**config.mk**
```make
export PLATFORM = sky130hd
export DESIGN_NAME = hazard_scoreboard_flat
export DESIGN_NICKNAME = d
export VERILOG_FILES = /design/src/rtl/hazard_scoreboard_if.sv /design/src/rtl/hazard_scoreboard.sv /design/src/flat_wrapper.sv
export SDC_FILE = /design/constraint.sdc
export NUM_CORES = 1
export LEC_CHECK = 0
export ABC_AREA = 1
export BUFFER_PORTS_ARGS = -buffer_cell sky130_fd_sc_hd__buf_2
export CAP_MARGIN = 15
export CORE_MARGIN = 5
export CORE_UTILIZATION = 25
export DETAILED_ROUTE_END_ITERATION = 6
export GPL_TIMING_DRIVEN = 0
export PLACE_DENSITY = 0.49
export SLEW_MARGIN = 20
export SYNTH_ARGS = -nofsm -noshare
export SYNTH_HDL_FRONTEND = slang
export SYNTH_SLANG_ARGS = --single-unit
export TNS_END_PERCENT = 5
```
**constraint.sdc**
```tcl
create_clock -name clk -period 3.7 [get_ports clk]
set_input_delay 0.37 -clock clk [delete_from_list [all_inputs] [get_ports clk]]
set_output_delay 0.37 -clock clk [all_outputs]
set_load 0.02 [all_outputs]
```
**src/rtl/hazard_scoreboard_if.sv**
```systemverilog
// ID-stage hazard interface: decoded ID instruction fields in, interlock controls out.
interface hazard_scoreboard_if #(
   parameter int unsigned REG_AW = 5
);
   logic              id_valid;
   logic              flush_id;
   logic [REG_AW-1:0] rs_id;
   logic [REG_AW-1:0] rt_id;
   logic              rs_used;
   logic              rt_used;
   logic              jr_id;
   logic [REG_AW-1:0] rd_id;
   logic              wr_id;
   logic              load_id;
   logic              mul_id;
   logic              stall;
   logic              bubble_ex;
   logic              busy;

   modport master (
      output id_valid, flush_id, rs_id, rt_id, rs_used, rt_used,
             jr_id, rd_id, wr_id, load_id, mul_id,
      input  stall, bubble_ex, busy
   );

   modport slave (
      input  id_valid, flush_id, rs_id, rt_id, rs_used, rt_used,
             jr_id, rd_id, wr_id, load_id, mul_id,
      output stall, bubble_ex, busy
   );
endinterface

```
**src/rtl/hazard_scoreboard.sv**
```systemverilog
// Per-register countdown scoreboard producing the load/multiply/JR interlock and
// the structural stall for a blocking multiplier.
module hazard_scoreboard #(
   parameter int unsigned REG_AW        = 5,
   parameter int unsigned LOAD_LAT      = 1,
   parameter int unsigned MUL_LAT       = 3,
   parameter int unsigned JR_EXTRA      = 1,
   parameter int unsigned MUL_PIPELINED = 0
) (
   input  logic                clk,
   input  logic                reset,
   hazard_scoreboard_if.slave  sb
);

   localparam int unsigned NREG    = 2 ** REG_AW;
   localparam int unsigned MAX_LAT = (LOAD_LAT > MUL_LAT) ? LOAD_LAT : MUL_LAT;
   localparam int unsigned CW      = $clog2(MAX_LAT + JR_EXTRA + 1);

   localparam logic [CW-1:0] LOAD_INIT = CW'(LOAD_LAT + JR_EXTRA);
   localparam logic [CW-1:0] MUL_INIT  = CW'(MUL_LAT + JR_EXTRA);
   localparam logic [CW-1:0] MUL_BUSY  = CW'(MUL_LAT - 1);
   localparam logic [CW-1:0] JR_SLACK  = CW'(JR_EXTRA);
   localparam logic [CW-1:0] ONE       = CW'(1);

   // Register 0 is never tracked, so the array starts at 1.
   logic [CW-1:0] cnt_q [1:NREG-1];
   logic [CW-1:0] cnt_d [1:NREG-1];
   logic [CW-1:0] mul_cnt_q;
   logic [CW-1:0] mul_cnt_d;

   logic [CW-1:0] rs_cnt;
   logic [CW-1:0] rt_cnt;
   logic          haz_rs;
   logic          haz_rt;
   logic          haz_jr;
   logic          haz_mul;
   logic          any_nz;
   logic          stall_c;
   logic          issue;

   // Source lookups against pre-update state; register 0 reads as "ready".
   always_comb begin
      rs_cnt = '0;
      rt_cnt = '0;
      if (sb.rs_id != '0) rs_cnt = cnt_q[sb.rs_id];
      if (sb.rt_id != '0) rt_cnt = cnt_q[sb.rt_id];
   end

   // Hazard detection; normal consumers tolerate JR_EXTRA remaining cycles.
   always_comb begin
      haz_rs  = sb.rs_used && (sb.rs_id != '0) && (rs_cnt > JR_SLACK);
      haz_rt  = sb.rt_used && (sb.rt_id != '0) && (rt_cnt > JR_SLACK);
      haz_jr  = sb.jr_id   && (sb.rs_id != '0) && (rs_cnt != '0);
      haz_mul = 1'b0;
      if (MUL_PIPELINED == 0) haz_mul = sb.mul_id && (mul_cnt_q != '0);
      stall_c = !reset && sb.id_valid && !sb.flush_id &&
                (haz_rs || haz_rt || haz_jr || haz_mul);
      issue   = sb.id_valid && !sb.flush_id && !stall_c;
   end

   always_comb begin
      any_nz = (mul_cnt_q != '0);
      for (int unsigned r = 1; r < NREG; r++) begin
         any_nz = any_nz || (cnt_q[REG_AW'(r)] != '0);
      end
   end

   assign sb.stall     = stall_c;
   assign sb.bubble_ex = stall_c;
   assign sb.busy      = !reset && sb.id_valid && any_nz;

   // Next state: saturating decrement, then an issuing writer overrides its rd.
   always_comb begin
      for (int unsigned r = 1; r < NREG; r++) begin
         cnt_d[REG_AW'(r)] = (cnt_q[REG_AW'(r)] != '0) ? (cnt_q[REG_AW'(r)] - ONE) : '0;
      end
      mul_cnt_d = (mul_cnt_q != '0) ? (mul_cnt_q - ONE) : '0;

      if (issue && sb.wr_id && (sb.rd_id != '0)) begin
         if (sb.load_id)     cnt_d[sb.rd_id] = LOAD_INIT;
         else if (sb.mul_id) cnt_d[sb.rd_id] = MUL_INIT;
         else                cnt_d[sb.rd_id] = '0;
      end

      if ((MUL_PIPELINED == 0) && issue && sb.mul_id) mul_cnt_d = MUL_BUSY;
   end

   always_ff @(posedge clk or posedge reset) begin
      if (reset) begin
         for (int unsigned r = 1; r < NREG; r++) cnt_q[REG_AW'(r)] <= '0;
         mul_cnt_q <= '0;
      end else begin
         for (int unsigned r = 1; r < NREG; r++) cnt_q[REG_AW'(r)] <= cnt_d[REG_AW'(r)];
         mul_cnt_q <= mul_cnt_d;
      end
   end

endmodule

```
**src/flat_wrapper.sv**
```systemverilog
// flat-port wrapper written by rule: the top's interface ports become plain ports
module hazard_scoreboard_flat 
#(
   parameter int unsigned REG_AW        = 5,
   parameter int unsigned LOAD_LAT      = 1,
   parameter int unsigned MUL_LAT       = 3,
   parameter int unsigned JR_EXTRA      = 1,
   parameter int unsigned MUL_PIPELINED = 0
)
  (clk, reset, sb_id_valid, sb_flush_id, sb_rs_id, sb_rt_id, sb_rs_used, sb_rt_used, sb_jr_id, sb_rd_id, sb_wr_id, sb_load_id, sb_mul_id, sb_stall, sb_bubble_ex, sb_busy);
  hazard_scoreboard_if #(.REG_AW(REG_AW)) sb_i ();
  input  logic clk;
  input  logic reset;
  input wire logic [$bits(sb_i.id_valid)-1:0] sb_id_valid;
  input wire logic [$bits(sb_i.flush_id)-1:0] sb_flush_id;
  input wire logic [$bits(sb_i.rs_id)-1:0] sb_rs_id;
  input wire logic [$bits(sb_i.rt_id)-1:0] sb_rt_id;
  input wire logic [$bits(sb_i.rs_used)-1:0] sb_rs_used;
  input wire logic [$bits(sb_i.rt_used)-1:0] sb_rt_used;
  input wire logic [$bits(sb_i.jr_id)-1:0] sb_jr_id;
  input wire logic [$bits(sb_i.rd_id)-1:0] sb_rd_id;
  input wire logic [$bits(sb_i.wr_id)-1:0] sb_wr_id;
  input wire logic [$bits(sb_i.load_id)-1:0] sb_load_id;
  input wire logic [$bits(sb_i.mul_id)-1:0] sb_mul_id;
  output wire logic [$bits(sb_i.stall)-1:0] sb_stall;
  output wire logic [$bits(sb_i.bubble_ex)-1:0] sb_bubble_ex;
  output wire logic [$bits(sb_i.busy)-1:0] sb_busy;
  assign sb_i.id_valid = sb_id_valid;
  assign sb_i.flush_id = sb_flush_id;
  assign sb_i.rs_id = sb_rs_id;
  assign sb_i.rt_id = sb_rt_id;
  assign sb_i.rs_used = sb_rs_used;
  assign sb_i.rt_used = sb_rt_used;
  assign sb_i.jr_id = sb_jr_id;
  assign sb_i.rd_id = sb_rd_id;
  assign sb_i.wr_id = sb_wr_id;
  assign sb_i.load_id = sb_load_id;
  assign sb_i.mul_id = sb_mul_id;
  assign sb_stall = sb_i.stall;
  assign sb_bubble_ex = sb_i.bubble_ex;
  assign sb_busy = sb_i.busy;
  hazard_scoreboard #(.REG_AW(REG_AW), .LOAD_LAT(LOAD_LAT), .MUL_LAT(MUL_LAT), .JR_EXTRA(JR_EXTRA), .MUL_PIPELINED(MUL_PIPELINED)) u_core (.clk(clk), .reset(reset), .sb(sb_i));
endmodule
```
Word-level counts from Yosys, hierarchy flattened:

Index checks and enable logic that the tools add are counted.

* add/sub/neg operators: 32
* magnitude comparators: 6
* muxes and demuxes: 46
* bitwise operators: 11
* reduce and logical (&&, ||, !) cells: 90

Operator list (count)
* $mux 93: 3
* $and 62x62->62: 2
* $not 62->62: 2
* $mux 3: 40
* $reduce_bool 3->1: 33
* $sub 3x1->3 const B: 32
* $and 93x93->93: 1
* $not 93->93: 1
* $or 31x31->31: 2
* $logic_or 1x1->1: 34
* $bmux 3 s5: 2
* $ge 6x6->1 const B: 3
* $not 5->6: 3
* $logic_and 1x1->1: 17
* $demux 3 s5: 1
* $reduce_bool 5->1: 3
* $gt 3x1->1 const B: 2
* $lt 6x1->1 const B: 1
* $logic_not 1->1: 3

* register bits after elaboration: 96
* input bits: 25
* output and inout port bits: 3
* word-level logic and storage cells: 217

Logic depth before layout (Yosys ltp):

* word-level depth: 33
* gate-level depth with buffers: 19
* depth with buffers taken out: 17

Worst setup path after synthesis:

OpenSTA, ideal clock, no wires.

* path kind: input to output
* start: input sb_rs_id[0]
* end: output sb_stall
* arrival time: 1.989 ns
* required time: 3.330 ns
* setup slack: 1.341 ns
* stages on the path: 16
* buffers on the path: 5
* cell sequence: buf_4 buf_4 nand2_1 nand2_1 o211ai_1 nand3_1 nand2_1 nand2_1 nand3_1 nand2_1 nand2_1 nand2_2 buf_4 buf_2 inv_1 buf_4

* longest elaborated chain between the ends: 11
* elaborated cells between the ends (all ways): 16
* those cells by class: order compare (1); mux (4); bitwise (1); reduce/logical (10)

Ends and longest elaborated chain
* start: declaration: RTL line flat_wrapper.sv:16 `input wire logic [$bits(sb_i.rs_id)-1:0] sb_rs_id;`
* $not 5->6 (not written as such): RTL line hazard_scoreboard.sv:45 `if (sb.rs_id != '0) rs_cnt = cnt_q[sb.rs_id];`
* $bmux 3 s5: RTL line hazard_scoreboard.sv:45
* $mux 3 (not written as such) (2 in series): RTL line hazard_scoreboard.sv:45
* $mux 3: RTL line hazard_scoreboard.sv:45
* $gt 3x1->1: RTL line hazard_scoreboard.sv:51 `haz_rs = sb.rs_used && (sb.rs_id != '0) && (rs_cnt > JR_SLACK);`
* $logic_and 1x1->1: RTL line hazard_scoreboard.sv:51
* $logic_or 1x1->1: RTL line hazard_scoreboard.sv:57 `(haz_rs || haz_rt || haz_jr || haz_mul);`
* $logic_or 1x1->1 * (2 in series): RTL line hazard_scoreboard.sv:57
* $logic_and 1x1->1 *: RTL line hazard_scoreboard.sv:56 `stall_c = !reset && sb.id_valid && !sb.flush_id &&`
* end: declaration: RTL line flat_wrapper.sv:25 `output wire logic [$bits(sb_i.stall)-1:0] sb_stall;`

Every way passes the cells marked *; elsewhere a longest branch is shown, timed or not. The select of a mux whose other input is x is not followed.

Worst setup path after layout:

* start: input sb_rs_id[1]
* end: output sb_stall

The elaborated chain is that of the path after synthesis.

==> results.md <==
- Peak Freq: 308 MHz
- Worst Tran Pin Value: 0.907 ns
- Tcrit/Tclk final: 87.8%
- Power Density: 398 nW/µm²
- Register area share after synthesis: 30.4%
- Avg Synthesized Cell Area: 6.73 µm²
- Clock Path Buffers: 2
- Die Height: 188 µm
- Warnings from Yosys: 0
- Die Wd: 188 µm
- Post-CTS Repair Setup Buffers: 0
- Initial Util: 25.2%
- Final Hold Viols: 0
- Count of different cell masters after synthesis: 30
- Hold_buf cts: 0
- Leak: 0.00469 µW
- Filler instances: 3474
- Post-route ant nets: 0
- CTS H-tree lvls: 3
- Routability cong.: 0.904
- Syn-to-layout area delta: 12.0%
- WL/cell: 17.2 µm
- Post_cts resized: 0
- Root Driver: clkbuf_16
- Clock Latency Late Sink: 0.36 ns
- Crit path max fanout: 10
- Placed insts: 1602
- Number of global-route vias before repair: 7706
- Tot GR Track Use: 15.7%
- Post-layout nets: 1298
- DP Wirelength: 20.1 mm
- Post-route cell area: 8850 µm²
- Crit path top cell by count: buf_2
- Worst rel slew slack: 39.6%
- Placed Area: 8570 µm²
- Worst setup path end: sb_stall
- Setup crit start kind: primary input
- Max-cap violations: 0
- RSZ-0062 raised after global routing: no
- TritonCTS Buffers: 9
- Number of diodes: 0
- Synth top area share: 30.4%
- Yosys reg bits: 96
- Critical path type: primary input to output pin
- Critical path, cell by cell: buf_2 > nor2_2 > buf_2 > a31oi_1 > nand3_1 > nand3_1 > nand2_1 > nand3_1 > nand2_1 > nand2_1 > nand2_2 > buf_4 > buf_2 > inv_1 > buf_4 > buf_2
- Largest net degree at the start of global routing: 58
- Core Region: 31400 µm²
- Synth Cell Area: 7910 µm²
- Initial DRC Count: 653
- DR vias/cell: 4.89
- Die area: 35300 µm²
- Area leader, netlist: dfrtp_1
- Final Max Slew Viols: 0
- Synth Net Count: 1261
- First-pass GRT wire length: 43.7 mm
- Total wire length: 27.8 mm
- Max stage delay on crit path: 0.34 ns
- Reg2reg end: u_core.cnt_q[64]
- Row cnt: 65
- Setup crit end kind: output pin
- Reg2Reg Setup Slack: 1.36 ns
- Vias: 7908
- Reg clk slew, reported paths: 0.07 ns
- Start of the worst register-to-register path: u_core.cnt_q[37]
- Final Skew: 0.00905 ns
- Pre-antenna DRT Iters: 5
- Final TNS setup: 0 ns
- I/O pin total: 28
- Layout cells sized above 1: 8.72%
- CP arrival: 2.88 ns
- Largest cells by area after synthesis: dfrtp_1 (30%), nand2_1 (16%), ha_1 (9.8%)
- Syn Inst Count: 1174
- GRT overflow: 0
- Clk sink count: 96
- VDD IR max: 0.185 mV
- Multi-input gate area: 4670 µm²
- Initial antenna violation count: 0
- Slowest stage cell, crit path: nor2_2
- Reg2Reg Depth: 15
- Final setup fails: 0
- Final Instance Count excl. Fillers: 1618
- CTS tree: done
- FF+latch area: 2400 µm²
- Port-buffer cells: 25
- CP required: 3.33 ns
- Critical Path Source: sb_rs_id[1]
- Post-layout minimum cycle time: 3.25 ns
- Final routed DRC violation total: 0
- Hold crit path type: primary input to async pin
- Status: finished, final reports clean
[logic make-up (layout without fill, tap and decap cells)]
group	after synthesis	in the layout	synth area share (%)
flip-flops	96	96	30.4
adder cells (fa/ha/maj)	62	62	9.81
AO/OA/AOI/OAI	117	117	8.25
AND/OR/NAND/NOR	673	673	36.6
multiplexers	31	31	4.42
buffers and inverters	195	237	10.5
[how the worst min path moves through the flow]
stage	slack, ns	depth (start not counted)	to
after floorplan	0.46	2	u_core.mul_cnt_q[1]
after global placement	0.48	2	u_core.mul_cnt_q[1]
after detailed placement	0.43	2	u_core.cnt_q[28]
after CTS	0.05	2	u_core.cnt_q[28]
after global routing	0.06	2	u_core.cnt_q[28]
final	0.03	2	u_core.cnt_q[28]
[area by class of cell]
type,instances,area share (%)
sequential,96,27.1
inverter,135,5.78
tap,402,5.68
buffer,60,3.65
clock inverter,5,0.353
timing repair buffer,26,1.72
multi-input combinational,883,52.8
clock buffer,11,2.86
[state kept, by name, indices dropped and copies added, names as in the netlist]
register and flops:
u_core.cnt_q 93, u_core.mul_cnt_q 3
[critical path, delay by kind of cell]
family / cells / cell delay [ns]
AOI/OAI and AO/OA: 1 / 0.12
buffers and inverters: 7 / 1.39
and+or+nand+nor: 8 / 0.99
[layout by cell type, fill, tap and decap left out, types with 3 or more instances in the layout]
cell type / netlist / layout
buf_2: 11 / 36
o21ai_1: 3 / 3
ha_1: 62 / 62
buf_4: 4 / 4
nand4_1: 101 / 101
dfrtp_1: 96 / 96
nor3_1: 32 / 32
nand2_1: 343 / 343
clkbuf_16: 0 / 9
inv_2: 4 / 4
o31ai_1: 3 / 3
nor2_1: 139 / 139
a21oi_1: 13 / 13
o21ai_0: 64 / 64
clkinv_2: 0 / 3
inv_1: 131 / 130
buf_6: 9 / 9
o211ai_1: 7 / 7
clkbuf_1: 35 / 35
o22ai_1: 21 / 21
nand3_1: 54 / 54
mux2_2: 31 / 31
[cells in the mapped netlist]
master    count
a21boi_0      1
a21oi_1      13
a22oi_1       1
a311o_1       1
a31oi_1       2
buf_2        11
buf_4         4
buf_6         9
clkbuf_1     35
clkbuf_2      1
dfrtp_1      96
ha_1         62
inv_1       131
inv_2         4
mux2_2       31
nand2_1     343
nand2_2       1
nand3_1      54
nand4_1     101
nor2_1      139
nor2_2        1
nor3_1       32
nor4_1        1
o211ai_1      7
o21ai_0      64
o21ai_1       3
o21bai_1      1
o22ai_1      21
o31ai_1       3
or2_2         1
[routing by layer]
| layer | wire [µm] | global-route usage (%) | vias up |
|---|---|---|---|
| met5 | 0 | 0 | - |
| met4 | 692 | 4.66 | 0 |
| met3 | 1310 | 2.61 | 32 |
| met2 | 12700 | 25.5 | 189 |
| met1 | 13000 | 21.5 | 3762 |
| li1 | - | - | 3925 |
[power by group]
| part | internal, µW | switching [µW] | total (µW) |
|---|---|---|---|
| combinational | 383 | 810 | 1190 |
| clock | 492 | 450 | 942 |
| sequential | 1180 | 206 | 1380 |
[stage by stage]
| stage | setup slack [ns] | hold slack [ns] | util [%] | power (µW) |
|---|---|---|---|---|
| floorplan | 0.825 | 0.464 | - | 2130 |
| global placement | -0.915 | 0.476 | 27.2 | 2580 |
| detailed placement | 0.494 | 0.434 | 27.3 | 2580 |
| CTS | 0.491 | 0.0500 | 28.2 | 3540 |
| global route | 0.276 | 0.0618 | 28.2 | 3770 |
| finish | 0.453 | 0.0340 | 28.2 | 3520 |
No activity file was read; power rests on OpenSTA's default activity.
